==> src/rtl/mem_port_arbiter_pkg.sv <==
// Shared types and constants for the byte-wide RAM port arbiter.
// Optional feature macro: MEM_PORT_ARBITER_SIGNEXT_EN.
package mem_port_arbiter_pkg;

    typedef enum logic [1:0] {
        S_IDLE = 2'd0,
        S_RD   = 2'd1,
        S_WR   = 2'd2,
        S_DONE = 2'd3
    } state_t;

    typedef enum logic {
        REQ_IF  = 1'b0,
        REQ_MEM = 1'b1
    } req_t;

    localparam logic [1:0] LEN_B = 2'b00;
    localparam logic [1:0] LEN_H = 2'b01;
    localparam logic [1:0] LEN_W = 2'b10;

    localparam logic [31:0] ZeroWord = 32'h0;
    localparam logic Enable  = 1'b1;
    localparam logic Disable = 1'b0;

    function automatic logic [2:0] len_bytes(
        input logic [1:0] len
    );
        logic [2:0] n;
        unique case (len)
            LEN_B:   n = 3'd1;
            LEN_H:   n = 3'd2;
            default: n = 3'd4;
        endcase
        return n;
    endfunction

endpackage

==> src/rtl/mem_port_arbiter_if.sv <==
// Core-side request/response and RAM-side byte port of the arbiter.
// slave = arbiter view, master = core/RAM environment view.
interface mem_port_arbiter_if #(
    parameter int RAM_AW = 17
);
    logic              if_req;
    logic [31:0]       if_addr;
    logic              if_done;
    logic [31:0]       if_data;
    logic              mem_req;
    logic              mem_we;
    logic [1:0]        mem_len;
    logic              mem_signed;
    logic [31:0]       mem_addr;
    logic [31:0]       mem_wdata;
    logic              mem_done;
    logic [31:0]       mem_rdata;
    logic [RAM_AW-1:0] ram_addr;
    logic [7:0]        ram_dout;
    logic              ram_wr;
    logic [7:0]        ram_din;
    logic              stall_if;
    logic              stall_mem;

    modport slave (
        input  if_req, if_addr,
        input  mem_req, mem_we, mem_len,
        input  mem_signed, mem_addr, mem_wdata,
        input  ram_din,
        output if_done, if_data,
        output mem_done, mem_rdata,
        output ram_addr, ram_dout, ram_wr,
        output stall_if, stall_mem
    );

    modport master (
        output if_req, if_addr,
        output mem_req, mem_we, mem_len,
        output mem_signed, mem_addr, mem_wdata,
        output ram_din,
        input  if_done, if_data,
        input  mem_done, mem_rdata,
        input  ram_addr, ram_dout, ram_wr,
        input  stall_if, stall_mem
    );

endinterface

==> src/rtl/mem_byte_assemble.sv <==
// Little-endian byte insert into a 32-bit word.
// MEM_PORT_ARBITER_SIGNEXT_EN adds byte/half sign extension.
module mem_byte_assemble
    import mem_port_arbiter_pkg::*;
(
    input  logic [31:0] word_in,
    input  logic [7:0]  byte_in,
    input  logic [1:0]  idx,
    input  logic [1:0]  len,
    input  logic        sext,
    output logic [31:0] word_out
);

    logic [31:0] ins;

    always_comb begin
        ins = word_in;
        unique case (idx)
            2'd0:    ins[7:0]   = byte_in;
            2'd1:    ins[15:8]  = byte_in;
            2'd2:    ins[23:16] = byte_in;
            default: ins[31:24] = byte_in;
        endcase
    end

`ifdef MEM_PORT_ARBITER_SIGNEXT_EN
    always_comb begin
        word_out = ins;
        if (sext && len == LEN_B)
            word_out = {{24{ins[7]}}, ins[7:0]};
        else if (sext && len == LEN_H)
            word_out = {{16{ins[15]}}, ins[15:0]};
    end
`else
    logic [2:0] unused_sx;
    assign unused_sx = {sext, len};
    assign word_out  = ins;
`endif

endmodule

==> src/rtl/mem_port_arbiter.sv <==
// Shares one byte-wide RAM port between fetch and load/store.
// Optional macro: MEM_PORT_ARBITER_SIGNEXT_EN (signed loads).
module mem_port_arbiter
    import mem_port_arbiter_pkg::*;
#(
    parameter int RAM_AW = 17
) (
    input logic              dclk,
    input logic              rst,
    mem_port_arbiter_if.slave bus
);

    state_t            state, state_n;
    req_t              who;
    logic [2:0]        cnt, cnt_n, nbytes;
    logic [RAM_AW-1:0] base;
    logic [1:0]        lenq;
    logic              sgn;
    logic [31:0]       wdata, asm_q, asm_nx;
    logic [31:0]       if_data_q, mem_rdata_q;
    logic [1:0]        idx;
    logic              accept, last_rd, active;
    logic              if_done, mem_done;

    always_comb begin
        state_n = state;
        cnt_n   = cnt;
        accept  = Disable;
        unique case (state)
            S_IDLE: begin
                cnt_n = '0;
                if (bus.mem_req || bus.if_req) begin
                    accept  = Enable;
                    state_n = (bus.mem_req && bus.mem_we)
                            ? S_WR : S_RD;
                end
            end
            S_RD: begin
                cnt_n = cnt + 3'd1;
                if (cnt == nbytes)
                    state_n = S_DONE;
            end
            S_WR: begin
                cnt_n = cnt + 3'd1;
                if (cnt == nbytes - 3'd1)
                    state_n = S_DONE;
            end
            default: begin
                cnt_n   = '0;
                state_n = S_IDLE;
            end
        endcase
    end

    // byte read at cnt-1 arrives while cnt is presented
    assign idx     = 2'(cnt - 3'd1);
    assign last_rd = (state == S_RD) && (cnt == nbytes);

    mem_byte_assemble u_asm (
        .word_in  (asm_q),
        .byte_in  (bus.ram_din),
        .idx      (idx),
        .len      (lenq),
        .sext     (sgn),
        .word_out (asm_nx)
    );

    always_ff @(posedge dclk or posedge rst) begin
        if (rst) begin
            state       <= S_IDLE;
            cnt         <= '0;
            who         <= REQ_IF;
            base        <= '0;
            nbytes      <= 3'd4;
            lenq        <= LEN_W;
            sgn         <= Disable;
            wdata       <= ZeroWord;
            asm_q       <= ZeroWord;
            if_data_q   <= ZeroWord;
            mem_rdata_q <= ZeroWord;
        end else begin
            state <= state_n;
            cnt   <= cnt_n;
            if (accept) begin
                if (bus.mem_req) begin
                    who    <= REQ_MEM;
                    base   <= bus.mem_addr[RAM_AW-1:0];
                    nbytes <= len_bytes(bus.mem_len);
                    lenq   <= bus.mem_len;
                    sgn    <= bus.mem_signed;
                end else begin
                    who    <= REQ_IF;
                    base   <= bus.if_addr[RAM_AW-1:0];
                    nbytes <= 3'd4;
                    lenq   <= LEN_W;
                    sgn    <= Disable;
                end
                wdata <= bus.mem_wdata;
                asm_q <= ZeroWord;
            end else if (state == S_RD && cnt != 3'd0) begin
                asm_q <= asm_nx;
            end
            if (last_rd) begin
                if (who == REQ_IF)
                    if_data_q   <= asm_nx;
                else
                    mem_rdata_q <= asm_nx;
            end
        end
    end

    assign active = (state == S_RD) || (state == S_WR);

    assign bus.ram_addr = active
                        ? base + RAM_AW'(cnt) : '0;
    assign bus.ram_wr   = (state == S_WR);
    assign bus.ram_dout = (state == S_WR)
                        ? 8'(wdata >> {cnt[1:0], 3'b000})
                        : 8'h00;

    assign if_done  = (state == S_DONE) && (who == REQ_IF);
    assign mem_done = (state == S_DONE) && (who == REQ_MEM);

    assign bus.if_done   = if_done;
    assign bus.mem_done  = mem_done;
    assign bus.if_data   = if_data_q;
    assign bus.mem_rdata = mem_rdata_q;
    assign bus.stall_if  = bus.if_req & ~if_done;
    assign bus.stall_mem = bus.mem_req & ~mem_done;

    logic unused_hi;
    assign unused_hi = ^{bus.if_addr[31:RAM_AW],
                         bus.mem_addr[31:RAM_AW]};

endmodule

==> src/flat_wrapper.sv <==
// flat-port wrapper written by rule: the top's interface ports become plain ports
module mem_port_arbiter_flat import mem_port_arbiter_pkg::*;
#(
    parameter int RAM_AW = 17
)
  (dclk, rst, bus_if_req, bus_if_addr, bus_mem_req, bus_mem_we, bus_mem_len, bus_mem_signed, bus_mem_addr, bus_mem_wdata, bus_ram_din, bus_if_done, bus_if_data, bus_mem_done, bus_mem_rdata, bus_ram_addr, bus_ram_dout, bus_ram_wr, bus_stall_if, bus_stall_mem);
  mem_port_arbiter_if #(.RAM_AW(RAM_AW)) bus_i ();
  input logic dclk;
  input logic rst;
  input wire logic [$bits(bus_i.if_req)-1:0] bus_if_req;
  input wire logic [$bits(bus_i.if_addr)-1:0] bus_if_addr;
  input wire logic [$bits(bus_i.mem_req)-1:0] bus_mem_req;
  input wire logic [$bits(bus_i.mem_we)-1:0] bus_mem_we;
  input wire logic [$bits(bus_i.mem_len)-1:0] bus_mem_len;
  input wire logic [$bits(bus_i.mem_signed)-1:0] bus_mem_signed;
  input wire logic [$bits(bus_i.mem_addr)-1:0] bus_mem_addr;
  input wire logic [$bits(bus_i.mem_wdata)-1:0] bus_mem_wdata;
  input wire logic [$bits(bus_i.ram_din)-1:0] bus_ram_din;
  output wire logic [$bits(bus_i.if_done)-1:0] bus_if_done;
  output wire logic [$bits(bus_i.if_data)-1:0] bus_if_data;
  output wire logic [$bits(bus_i.mem_done)-1:0] bus_mem_done;
  output wire logic [$bits(bus_i.mem_rdata)-1:0] bus_mem_rdata;
  output wire logic [$bits(bus_i.ram_addr)-1:0] bus_ram_addr;
  output wire logic [$bits(bus_i.ram_dout)-1:0] bus_ram_dout;
  output wire logic [$bits(bus_i.ram_wr)-1:0] bus_ram_wr;
  output wire logic [$bits(bus_i.stall_if)-1:0] bus_stall_if;
  output wire logic [$bits(bus_i.stall_mem)-1:0] bus_stall_mem;
  assign bus_i.if_req = bus_if_req;
  assign bus_i.if_addr = bus_if_addr;
  assign bus_i.mem_req = bus_mem_req;
  assign bus_i.mem_we = bus_mem_we;
  assign bus_i.mem_len = bus_mem_len;
  assign bus_i.mem_signed = bus_mem_signed;
  assign bus_i.mem_addr = bus_mem_addr;
  assign bus_i.mem_wdata = bus_mem_wdata;
  assign bus_i.ram_din = bus_ram_din;
  assign bus_if_done = bus_i.if_done;
  assign bus_if_data = bus_i.if_data;
  assign bus_mem_done = bus_i.mem_done;
  assign bus_mem_rdata = bus_i.mem_rdata;
  assign bus_ram_addr = bus_i.ram_addr;
  assign bus_ram_dout = bus_i.ram_dout;
  assign bus_ram_wr = bus_i.ram_wr;
  assign bus_stall_if = bus_i.stall_if;
  assign bus_stall_mem = bus_i.stall_mem;
  mem_port_arbiter #(.RAM_AW(RAM_AW)) u_core (.dclk(dclk), .rst(rst), .bus(bus_i));
endmodule
==> config.mk <==
export PLATFORM = sky130hd
export DESIGN_NAME = mem_port_arbiter_flat
export DESIGN_NICKNAME = d
export VERILOG_FILES = /design/src/rtl/mem_port_arbiter_pkg.sv /design/src/rtl/mem_port_arbiter_if.sv /design/src/rtl/mem_byte_assemble.sv /design/src/rtl/mem_port_arbiter.sv /design/src/flat_wrapper.sv
export SDC_FILE = /design/constraint.sdc
export NUM_CORES = 1
export LEC_CHECK = 0
export BUFFER_PORTS_ARGS = -buffer_cell sky130_fd_sc_hd__buf_2
export CAP_MARGIN = 25
export CORE_MARGIN = 8
export CORE_UTILIZATION = 40
export DETAILED_ROUTE_END_ITERATION = 6
export GPL_ROUTABILITY_DRIVEN = 1
export GPL_TIMING_DRIVEN = 0
export PLACE_DENSITY = 0.61
export SYNTH_ARGS = -nofsm -noshare
export SYNTH_HDL_FRONTEND = slang
export SYNTH_SLANG_ARGS = --single-unit
==> constraint.sdc <==
create_clock -name dclk -period 8.8 [get_ports dclk]
set_clock_uncertainty 0.1 [all_clocks]
set_input_delay 0.88 -clock dclk [delete_from_list [all_inputs] [get_ports dclk]]
set_output_delay 0.88 -clock dclk [all_outputs]
set_load 0.01 [all_outputs]
==> impl_metrics.yaml <==
grt:
  grt-ovfl-total: 0
  grt_pass1_vias: 5624
  use_met3: 0.05554
  globalRouteTotalUtil: 0.1687
  grt_first_pass_wirelength_um: 30090
  grt_max_degree: 85
  antenna_found_initial: 0
  grt_use_met1: 0.2169
  gr-max-usage-layer: "met2"
  use_met2: 0.2692
floorplan:
  io_pins: 206
  coreArea_um2: 18020
  start_util: 0.4084
  die_h_um: 151.7
  dieArea_um2: 23000
  num_rows: 49
  dieWidth_um: 151.7
worst_setup_path:
  critPathArrivalTime_ns: 2.52
  crit_type: "reg2out"
  end_kind: "output port"
  critPathMaxFanout: 10
  startpoint_type: "register"
  crit_required_ns: 7.82
sta:
  hold-worst-slack_ns: 0.3761
  rsz0062_at_grt: "false"
  clock.fmax_mhz: 285.7
  slew_headroom: 0.4826
  setup_viol: 0
  maxSlewViolCount: 0
  fin_crit_sh: 0.3978
  hold_viol_final: 0
  fin_setup_tns_ns: 0
  period_needed_ns: 3.501
  tightestPinTransition_ns: 0.7762
logic_synthesis:
  syn_nets: 768
  synth.top_cell.area_share: 0.5201
  ys_top_cells_by_count: "153 x dfrtp_1, 122 x nand2_1, 96 x mux2_2"
  ys_ff_latch: 154
  synth_most_common_cell: "dfrtp_1"
  synth_top_area_cell: "dfrtp_1"
  yosys_warnings: 0
  seq_area_frac_synth: 0.5237
  synth.distinct_cells: 42
  async_reset_ff_frac: 1.000
  synth_ff_type: "dfrtp_1"
  synth-edff-count: 0
  synth.area.top_cells: "dfrtp_1 52%, mux2_2 15%, mux2i_1 6.7%"
  syn_area_per_cell_um2: 11.48
  synth_area_um2: 7361
  synth_cells: 641
clock_network:
  cts_tree: "done"
  cts_resized: 0
  root_buffer: "clkbuf_16"
  cts_setup_buffers: 0
  cts_buffers: 17
  clk_latency_ns: 0.42
  clock_path_buffers: 2
  htree_num_levels: 4
  clkSinkCount: 154
  postCtsHoldBufs: 0
  clk_pin_slew_ns: 0.06
pwr:
  power_mw: 3.180
  irDropWorstVdd_mv: 0.1671
  power_leakage_nw: 5.007
  p_per_area_nw_per_um2: 346.1
cells_and_area:
  drive_above_1_share: 0.3872
  finalCoreUtilization: 0.5099
  fill_cells: 1660
  multiInputGateArea_um2: 3314
  fin_nets: 961
  register_area_um2: 3855
  insertedDiodeCount: 0
  syn2layout_area_growth_pct: 24.85
placed_design:
  gp_congestion: 0.7984
  hpwl_um: 13800
  port_buffers: 173
drt:
  routed-via-count: 5390
  drc: 0
  first_pass_iters: 4
  drt_iter0_markers: 188
  detail-route-antenna-nets: 0
  routed_wl_um: 18910
  vias_per_cell: 5.009
  wl_per_cell_um: 17.57
outcome:
  outcome: "completed"
hold_path:
  hp-class: "reg2reg"
job:
  cap_violations: 0
-- critical path: stages, from the launching register on --
cell,delay [ns]
dfrtp_1,0.47
ha_1,0.31
a21o_1,0.18
a21oi_1,0.27
clkbuf_1,0.39
o21ai_0,0.17
a21oi_1,0.15
buf_2,0.16
-- per-stage QoR --
stage	cell area, µm²	setup WS, ns	cells
2_1_floorplan	7361	3.672	641
3_3_place_gp	8513	1.805	1043
3_5_place_dp	8546	5.748	1044
4_1_cts	9190	5.272	1076
5_1_grt	9190	5.087	1076
6_report	9190	5.299	1076
-- layout by cell type, fill, tap and decap left out, types with 11 or more instances in the layout --
| cell | netlist | final |
|---|---|---|
| buf_2 | 6 | 179 |
| dfrtp_1 | 153 | 153 |
| nand2_1 | 122 | 122 |
| mux2_2 | 96 | 96 |
| mux2i_1 | 49 | 49 |
| nor2_1 | 48 | 48 |
| clkbuf_1 | 24 | 24 |
| o21ai_0 | 22 | 22 |
| clkbuf_16 | 0 | 17 |
| ha_1 | 14 | 14 |
| and2_1 | 12 | 12 |
| a21oi_1 | 11 | 11 |
-- report_power, final --
| group | switching (mW) | internal, mW | total [mW] | leakage, nW |
|---|---|---|---|---|
| logic | 0.685 | 0.560 | 1.25 | 2.68 |
| clock network | 0.299 | 0.492 | 0.792 | 0.306 |
| registers | 0.175 | 0.968 | 1.14 | 2.02 |
-- area by class of cell --
cell class	instances	area share
inverters	11	0.005037
flip-flops and latches	154	0.4195
plain buffers	35	0.01634
clock buffers	19	0.04929
well taps	229	0.03118
multi-input cells	441	0.3607
repair buffers	174	0.09721
clock inverters	13	0.02083
-- per-layer routing --
metal | wire [µm] | vias up
li1 | - | 2589
met3 | 1494 | 16
met5 | 0 | -
met4 | 153 | 0
met1 | 8375 | 2635
met2 | 8886 | 150
-- final timing paths --
path | cells past startpoint | startpoint | end | slack (ns)
hold reg to reg | 2 | u_core.wdata[16] | u_core.wdata[16] | 0.38
min in group asynchronous | 2 | rst | u_core.bus.if_data[15] | 0.49
hold / removal | 2 | u_core.wdata[16] | u_core.wdata[16] | 0.38
setup / recovery | 7 | u_core.cnt[1] | bus_ram_addr[5] | 5.30
setup reg to reg | 7 | u_core.cnt[1] | u_core.asm_q[2] | 6.34
max in group asynchronous | 3 | rst | u_core.nbytes[2] | 7.26
-- flip-flops by register name (all words and copies together), names as in the netlist --
signal,flops
u_core.asm_q,32
u_core.base,17
u_core.bus.if_data,32
u_core.bus.mem_rdata,32
u_core.cnt,3
u_core.nbytes,3
u_core.state,2
u_core.wdata,32
u_core.who,1
-- kinds of logic (layout without fill, tap and decap cells) --
logic type | count (synthesis) | in the layout | synth area share
flip-flops | 154 | 154 | 0.5237
buffers and inverters | 46 | 252 | 0.02601
multiplexers | 155 | 155 | 0.2410
AO/OA/AOI/OAI | 47 | 47 | 0.03995
XOR/XNOR | 14 | 14 | 0.01870
AND/OR/NAND/NOR | 210 | 210 | 0.1241
adder cells (fa/ha/maj) | 15 | 15 | 0.02652
Power figures use the tool's default switching activity.
